**src/rtl/core_launcher.sv**
```systemverilog
// core_launcher: host-side initiator for the core req/done run protocol.
// A run holds core_reset high for RST_CYCLES cycles and then pulses core_req
// for one cycle. It then waits for a rising edge of core_done and reports
// status, cycle count and a running count of successful runs. A run that
// times out or is aborted leaves the core held in reset until the next run.
//
// Ports:
//   clk          system clock, rising edge
//   reset        asynchronous active-low block reset
//   start        run request, accepted only while ready
//   abort        cancels a run in RST/REQ/WAIT
//   ready        high in IDLE
//   busy         high in RST, REQ, WAIT
//   core_reset   active-high reset to the core
//   core_req     one-cycle run request to the core
//   core_done    core completion level
//   result_valid one-cycle pulse when a run ends
//   status       00 none, 01 ok, 10 timeout, 11 aborted
//   cycles       cycles from core_req to completion
//   run_count    successful runs, wraps at 256
module core_launcher #(
  parameter int unsigned RST_CYCLES = 2,
  parameter int unsigned CW         = 16,
  parameter int unsigned TIMEOUT    = 50000
) (
  input  logic          clk,
  input  logic          reset,
  input  logic          start,
  input  logic          abort,
  output logic          ready,
  output logic          busy,
  output logic          core_reset,
  output logic          core_req,
  input  logic          core_done,
  output logic          result_valid,
  output logic [1:0]    status,
  output logic [CW-1:0] cycles,
  output logic [7:0]    run_count
);

  localparam int unsigned RW = $clog2(RST_CYCLES + 1);

  localparam logic [1:0] ST_NONE    = 2'b00;
  localparam logic [1:0] ST_OK      = 2'b01;
  localparam logic [1:0] ST_TIMEOUT = 2'b10;
  localparam logic [1:0] ST_ABORT   = 2'b11;

  localparam logic [CW-1:0] CNT_MAX = {CW{1'b1}};

  typedef enum logic [2:0] {
    S_IDLE = 3'd0,
    S_RST  = 3'd1,
    S_REQ  = 3'd2,
    S_WAIT = 3'd3,
    S_DONE = 3'd4
  } state_t;

  state_t          state_q, state_d;
  logic [RW-1:0]   rcnt_q, rcnt_d;
  logic [CW-1:0]   cnt_q, cnt_d;
  logic            done_q;
  logic            core_reset_d;
  logic [1:0]      status_d;
  logic [CW-1:0]   cycles_d;
  logic [7:0]      run_count_d;
  logic            ready_d, busy_d, core_req_d, result_valid_d;
  logic [CW-1:0]   elapsed;
  logic            done_rise;

  // Cycles since core_req as seen during the current WAIT cycle (saturating).
  assign elapsed   = (cnt_q == CNT_MAX) ? cnt_q : cnt_q + CW'(1);
  // Only a low-to-high transition counts; a stale-high done never completes.
  assign done_rise = core_done & ~done_q;

  // Next-state and next-value logic for every register.
  always_comb begin
    state_d      = state_q;
    rcnt_d       = rcnt_q;
    cnt_d        = cnt_q;
    core_reset_d = core_reset;
    status_d     = status;
    cycles_d     = cycles;
    run_count_d  = run_count;

    case (state_q)
      S_IDLE: begin
        if (start) begin
          state_d      = S_RST;
          rcnt_d       = RW'(RST_CYCLES);
          cnt_d        = '0;
          core_reset_d = 1'b1;
          status_d     = ST_NONE;
          cycles_d     = '0;
        end
      end

      S_RST: begin
        rcnt_d = rcnt_q - RW'(1);
        if (abort) begin
          state_d      = S_DONE;
          status_d     = ST_ABORT;
          core_reset_d = 1'b1;
          cycles_d     = cnt_q;
        end else if (rcnt_q <= RW'(1)) begin
          state_d      = S_REQ;
          core_reset_d = 1'b0;
        end
      end

      S_REQ: begin
        cnt_d = '0;
        if (abort) begin
          state_d      = S_DONE;
          status_d     = ST_ABORT;
          core_reset_d = 1'b1;
          cycles_d     = '0;
        end else begin
          state_d = S_WAIT;
        end
      end

      S_WAIT: begin
        cnt_d = elapsed;
        if (abort) begin
          state_d      = S_DONE;
          status_d     = ST_ABORT;
          core_reset_d = 1'b1;
          cycles_d     = elapsed;
        end else if (done_rise) begin
          state_d     = S_DONE;
          status_d    = ST_OK;
          cycles_d    = elapsed;
          run_count_d = run_count + 8'd1;
        end else if (elapsed >= CW'(TIMEOUT)) begin
          state_d      = S_DONE;
          status_d     = ST_TIMEOUT;
          core_reset_d = 1'b1;
          cycles_d     = CW'(TIMEOUT);
        end
      end

      S_DONE: begin
        state_d = S_IDLE;
      end

      default: begin
        state_d = S_IDLE;
      end
    endcase

    // State-decoded outputs are registered from the next state.
    ready_d        = (state_d == S_IDLE);
    busy_d         = (state_d == S_RST) || (state_d == S_REQ) || (state_d == S_WAIT);
    core_req_d     = (state_d == S_REQ);
    result_valid_d = (state_d == S_DONE);
  end

  // State and output registers.
  always_ff @(posedge clk or negedge reset) begin
    if (!reset) begin
      state_q      <= S_IDLE;
      rcnt_q       <= '0;
      cnt_q        <= '0;
      done_q       <= 1'b0;
      ready        <= 1'b1;
      busy         <= 1'b0;
      core_reset   <= 1'b1;
      core_req     <= 1'b0;
      result_valid <= 1'b0;
      status       <= ST_NONE;
      cycles       <= '0;
      run_count    <= '0;
    end else begin
      state_q      <= state_d;
      rcnt_q       <= rcnt_d;
      cnt_q        <= cnt_d;
      done_q       <= core_done;
      ready        <= ready_d;
      busy         <= busy_d;
      core_reset   <= core_reset_d;
      core_req     <= core_req_d;
      result_valid <= result_valid_d;
      status       <= status_d;
      cycles       <= cycles_d;
      run_count    <= run_count_d;
    end
  end

endmodule

```
**config.mk**
```make
export PLATFORM = sky130hd
export DESIGN_NAME = core_launcher
export DESIGN_NICKNAME = d
export VERILOG_FILES = /design/src/rtl/core_launcher.sv
export SDC_FILE = /design/constraint.sdc
export NUM_CORES = 1
export LEC_CHECK = 0
export BUFFER_PORTS_ARGS = -buffer_cell sky130_fd_sc_hd__buf_4
export CAP_MARGIN = 20
export CELL_PAD_IN_SITES_DETAIL_PLACEMENT = 0
export CELL_PAD_IN_SITES_GLOBAL_PLACEMENT = 1
export CORE_AREA = 2 2 94 118
export CTS_CLUSTER_DIAMETER = 120
export DETAILED_ROUTE_END_ITERATION = 6
export DIE_AREA = 0 0 96 120
export PLACE_DENSITY_LB_ADDON = 0.1
export SLEW_MARGIN = 25
export SYNTH_ARGS = -nofsm -noshare
export SYNTH_HDL_FRONTEND = slang
export SYNTH_SLANG_ARGS = --single-unit
```
**constraint.sdc**
```tcl
create_clock -name clk -period 2.9 [get_ports clk]
set_input_delay 0.29 -clock clk [delete_from_list [all_inputs] [get_ports clk]]
set_output_delay 0.29 -clock clk [all_outputs]
set_load 0.05 [all_outputs]
```
Yosys cells after proc, flatten, opt, wreduce, memory -nomap -nowiden. Cells that the tools add are included.

Bits in registers: 53. Bits of input ports: 5. Output and inout port bits: 31.

Add/subtract/negate cells: 3. Magnitude comparators: 2. Equal/unequal tests: 16. Muxes and demuxes: 33. Bitwise logic cells: 3. Reduce and logical (&&, ||, !) cells: 15.

Operators with widths (number): 16-bit two-way mux (7); 16-bit case mux with 4 select lines (1); 16-bit case mux with 3 select lines (1); 3-bit two-way mux (7); 16-bit by 1-bit adder with 16-bit output (second input constant) (1); 16-bit == test (second input constant) (1); 16-bit >= comparator (second input constant) (1); 3-bit by 2-bit == test with 1-bit output (second input constant) (4); 2-bit two-way mux (6); 3-bit case mux with 4 select lines (1); 3-bit != test (second input constant) (3); 8-bit by 1-bit adder with 8-bit output (second input constant) (1); 1-bit two-way mux (7); 3-bit by 1-bit == test with 1-bit output (second input constant) (2); 3-bit zero test (2); 2-bit != test (second input constant) (3); 2-bit case mux with 3 select lines (1); 6-bit AND reduction (1); 3-bit nonzero test (2); 5-bit AND reduction (1); 4-bit != test (second input constant) (1); 1-bit case mux with 4 select lines (1); 2-bit case mux with 2 select lines (1); 2-bit AND reduction (2); 12 further kinds (14).

Logic depth before layout (Yosys ltp).
Word-level depth: 10. Mapped depth: 11.

Worst setup path before layout. OpenSTA, ideal clock, no wires.

Path type: register to register. From: reg cnt_q[0]. To: reg cycles[0]. Data arrival time: 2630 ps. Required time: 2775 ps. Setup slack: 145 ps. Stages on the path, launching flop included: 12. Path buffers: 3. Cells stage by stage: dfrtp_1 -> ha_1 -> and4_1 -> buf_2 -> nand4_2 -> buf_4 -> and4b_1 -> a32oi_1 -> a311oi_4 -> o21ai_4 -> buf_6 -> mux2_4.

Longest elaborated chain between the ends: 5.

Ends and longest elaborated chain: start: declaration (RTL line 60) `logic [CW-1:0] cnt_q, cnt_d;`; start signal: assignment (RTL line 176) `cnt_q <= cnt_d;`; 16-bit by 1-bit adder with 16-bit output or 16-bit == test (tied branches) (RTL line 71) `assign elapsed = (cnt_q == CNT_MAX) ? cnt_q : cnt_q + CW'(1);`; 16-bit two-way mux (RTL line 71); 16-bit >= comparator or 16-bit two-way mux (tied branches) (RTL line 134, 129); 4-bit != test (no source line) or 16-bit two-way mux (tied branches); 5-bit AND reduction (no source line) or 16-bit case mux with 4 select lines (tied branches); end signal: assignment (RTL line 184) `cycles <= cycles_d;`; end: declaration (RTL line 37) `output logic [CW-1:0] cycles,`.

Several ways; a longest one is shown, not always the timed one. The select of a mux whose other input is x is not followed. A chain may end at the register's enable or synchronous reset.

Worst setup path after layout.
From: reg cnt_q[1]. To: reg cycles[12].

Longest elaborated chain between the ends: 5.

Ends and longest elaborated chain (RTL line): 16-bit by 1-bit adder with 16-bit output or 16-bit == test (tied branches) (71); 16-bit two-way mux (*) (71); 16-bit >= comparator or 16-bit two-way mux (tied branches) (134, 129); 4-bit != test (no source line) or 16-bit two-way mux (tied branches); 5-bit AND reduction (no source line) or 16-bit case mux with 4 select lines (tied branches).

Every way passes the cells marked *; elsewhere a longest branch is shown, timed or not.

==> impl_results.md <==
* Hold Vio Cnt, Final at 0
* Core footprint at 10500 sq um
* Worst hold path class: input pin to asynchronous set/reset pin
* Final wirelength at 8.71 mm
* Worst Tran Pin Value at 702 ps
* Antenna Nets Post-Route at 0
* Total grt overflow at 0
* Yosys top cell by area: dfrtp_1
* CP peak stage delay at 450 ps
* CTS max path bufs at 2
* Share of cells above drive strength 1 at 0.311
* Layout area overhead at 26.9%
* I/O pins at 36
* Number of flops mapped to enable cells by yosys at 0
* Via count at 2695
* Most frequent cells after synthesis: 51 x dfrtp_1, 31 x o21ai_0, 30 x nor2_1, 25 x nand2_1, 19 x a21oi_1
* Post-synth ARST share at 1.00
* Max VDD drop at 0.347 mV
* Cells along the critical path: ha_1 > and4_1 > nand4_2 > buf_4 > nand2b_4 > a2111o_1 > a311oi_4 > o21ai_4 > buf_12 > mux2_4
* First-pass GRT wire length at 14.6 mm
* Clock H-tree levels at 2
* Num CTS Buffers at 5
* Top cell type's share of synthesized area at 0.417
* CTS tree: yes
* Fillers at 1076
* Ys Warns at 0
* Vias in the first global route at 2733
* Max-cap violations at 0
* Distinct cells, synth at 54
* Part of the cycle the worst path needs at 0.943
* Power density over the cells at 695 nW/um^2
* Antenna violations before repair at 0
* Largest net degree at the start of global routing at 54
* Initial Util at 0.293
* DR DRC count at 0
* R2r setup slk at 160 ps
* GP Congestion at 0.839
* Overall power at 2.70 mW
* Antenna Cells at 0
* Area contributors post-synth: dfrtp_1 42%, o21ai_0 5.1%, mux2_2 4.0%, nor2_1 3.7%, mux2_4 3.4%
* Worst clock skew at 6.10 ps
* IO Port Bufs at 35
* Post-route insts no fill at 521
* Reg2Reg Depth at 10
* Startpoint Class: flip-flop
* Leak Pwr at 1.84 nW
* Setup CP Type: flip-flop to flip-flop
* Most used DFF post-synth: dfrtp_1
* Syn_nets at 331
* Maximum clock rate at 366 MHz
* Worst Setup End Kind: flip-flop
* GRT Overall Usage at 0.164
* Post-synthesis sequential area ratio at 0.434
* # rows at 42
* WL/cell at 16.7 um
* Clk Latency, worst-skew pair at 300 ps
* RSZ-0062 raised after global routing: false
* Clock transition at path regs at 80 ps
* Slew headroom at 0.532
* Worst R2R End: cycles[12]
* Final min period at 2740 ps
* Placed Cells at 510
* Die area at 11500 sq um
* Nets at 395
* Mapped cell area at 3060 sq um
* WP data required at 3090 ps
* Data arrival at the endpoint of the critical path at 2920 ps
* Clock sink count at 53
* Vias per cell at 5.17
* Drt first pass iters at 4
* Post-synthesis sequential element count at 53
* Crit-path slowest cell: a2111o_1
* Reg2reg start: cnt_q[1]
* Post-synthesis instance total at 324
* Post-cts sizing count at 0
* Post-DP HPWL at 6.25 mm
* Fin. max-slew vios at 0
* Status: finished clean
* Crit-path max FO at 10
* Die Height at 120 um
* Syn Area/Cell at 9.45 sq um
* Die width at 96 um
* Most common cell in the netlist: dfrtp_1
* Number of DRC markers in iteration 0 at 119
* Count of final setup violators at 0
* CTS root buffer: clkbuf_16
==> cell families after synthesis <==
logic type	count (synthesis)	share of synthesized area
AO/OA/AOI/OAI	91	0.199
XOR/XNOR	8	0.0229
adder cells (fa/ha/maj)	2	0.00817
buffers and inverters	29	0.0494
flip-flops	53	0.434
multiplexers	18	0.0748
AND/OR/NAND/NOR	123	0.212
==> final cells by class <==
class / count / area, sq um / share of cell area
inverter: 3 / 11.3 / 0.00290
clock inverter: 3 / 25.0 / 0.00644
sequential: 53 / 1330 / 0.342
tap: 132 / 165 / 0.0425
multi-input combinational: 242 / 1580 / 0.407
clock buffer: 5 / 125 / 0.0322
timing repair buffer: 83 / 648 / 0.167
==> cell usage in the layout, fill, tap and decap left out, types with 2 or more instances in the layout <==
master / count
buf_4: 81
dfrtp_1: 51
o21ai_0: 31
nor2_1: 30
nand2_1: 25
a21oi_1: 19
nand3_1: 17
mux2_2: 11
nand4_1: 10
o31ai_1: 8
and3_1: 7
xnor2_1: 7
mux2_4: 7
nor2b_1: 6
and4_1: 5
nor3_1: 5
a22o_1: 5
clkbuf_16: 5
a31oi_1: 4
inv_1: 3
nand2b_1: 3
a21o_1: 3
nand3_2: 2
o211ai_1: 2
nor4_1: 2
or2_2: 2
or3_1: 2
and2_1: 2
o21bai_1: 2
a32o_1: 2
a2bb2oi_1: 2
ha_1: 2
inv_6: 2
dfstp_2: 2
buf_12: 2
==> worst max-delay path: cells and delay by family, from the launching register on <==
kind            cells  cell delay (ps)
mux                 1              290
fa+ha+maj           1              240
flops               1              430
simple gates        3              430
compound gates      3              840
buf+inv             2              380
==> flip-flops by register name, summed over array words and instances, names as in the netlist, 2 cells and up <==
signal     count
rcnt_q         2
cnt_q         16
state_q        3
run_count      8
cycles        16
status         2
==> repair_timing <==
| action | CTS | global route |
|---|---|---|
| setup buffers | 3 | 0 |
| pin swaps | 1 | 1 |
| hold buffers | 0 | 0 |
| endpoints found under the setup margin | 15 | 7 |
==> worst max-delay path by stage <==
stage                  to  cells after the start  slack [ps]  startpoint
6_report       cycles[12]                     10         160    cnt_q[1]
5_1_grt        cycles[14]                      9           3    cnt_q[1]
4_1_cts        cycles[11]                     10         120    cnt_q[1]
3_5_place_dp    cycles[4]                      9         -70    cnt_q[1]
3_3_place_gp    cycles[3]                      9         -80    cnt_q[1]
2_1_floorplan   cycles[0]                     11         150    cnt_q[0]
==> where the power goes <==
group / switching [mW] / leakage, nW / internal [mW] / total, mW
Combinational: 0.680 / 1.05 / 0.436 / 1.12
Clock: 0.309 / 0.0708 / 0.328 / 0.637
Sequential: 0.101 / 0.715 / 0.846 / 0.947
Total: 1.09 / 1.84 / 1.61 / 2.70
==> stage by stage <==
step                      hold WS, ps  setup TNS [ps]  setup slack (ps)  instance area (sq um)  utilization
after floorplan                 -5.59               0               145                   3060            -
after global placement            392            -724             -75.1                   3690        0.353
after detailed placement          402            -590             -70.9                   3690        0.353
after CTS                        72.8               0               120                   3880        0.372
after global routing             92.3               0              2.92                   3880        0.372
final                            12.8               0               165                   3880        0.372
==> per-layer routing <==
layer	wire [um]	global-route usage
met5	0	0
met4	199	0.0625
met3	241	0.0251
met2	4270	0.260
met1	4000	0.223
Power figures use the tool's default switching activity.
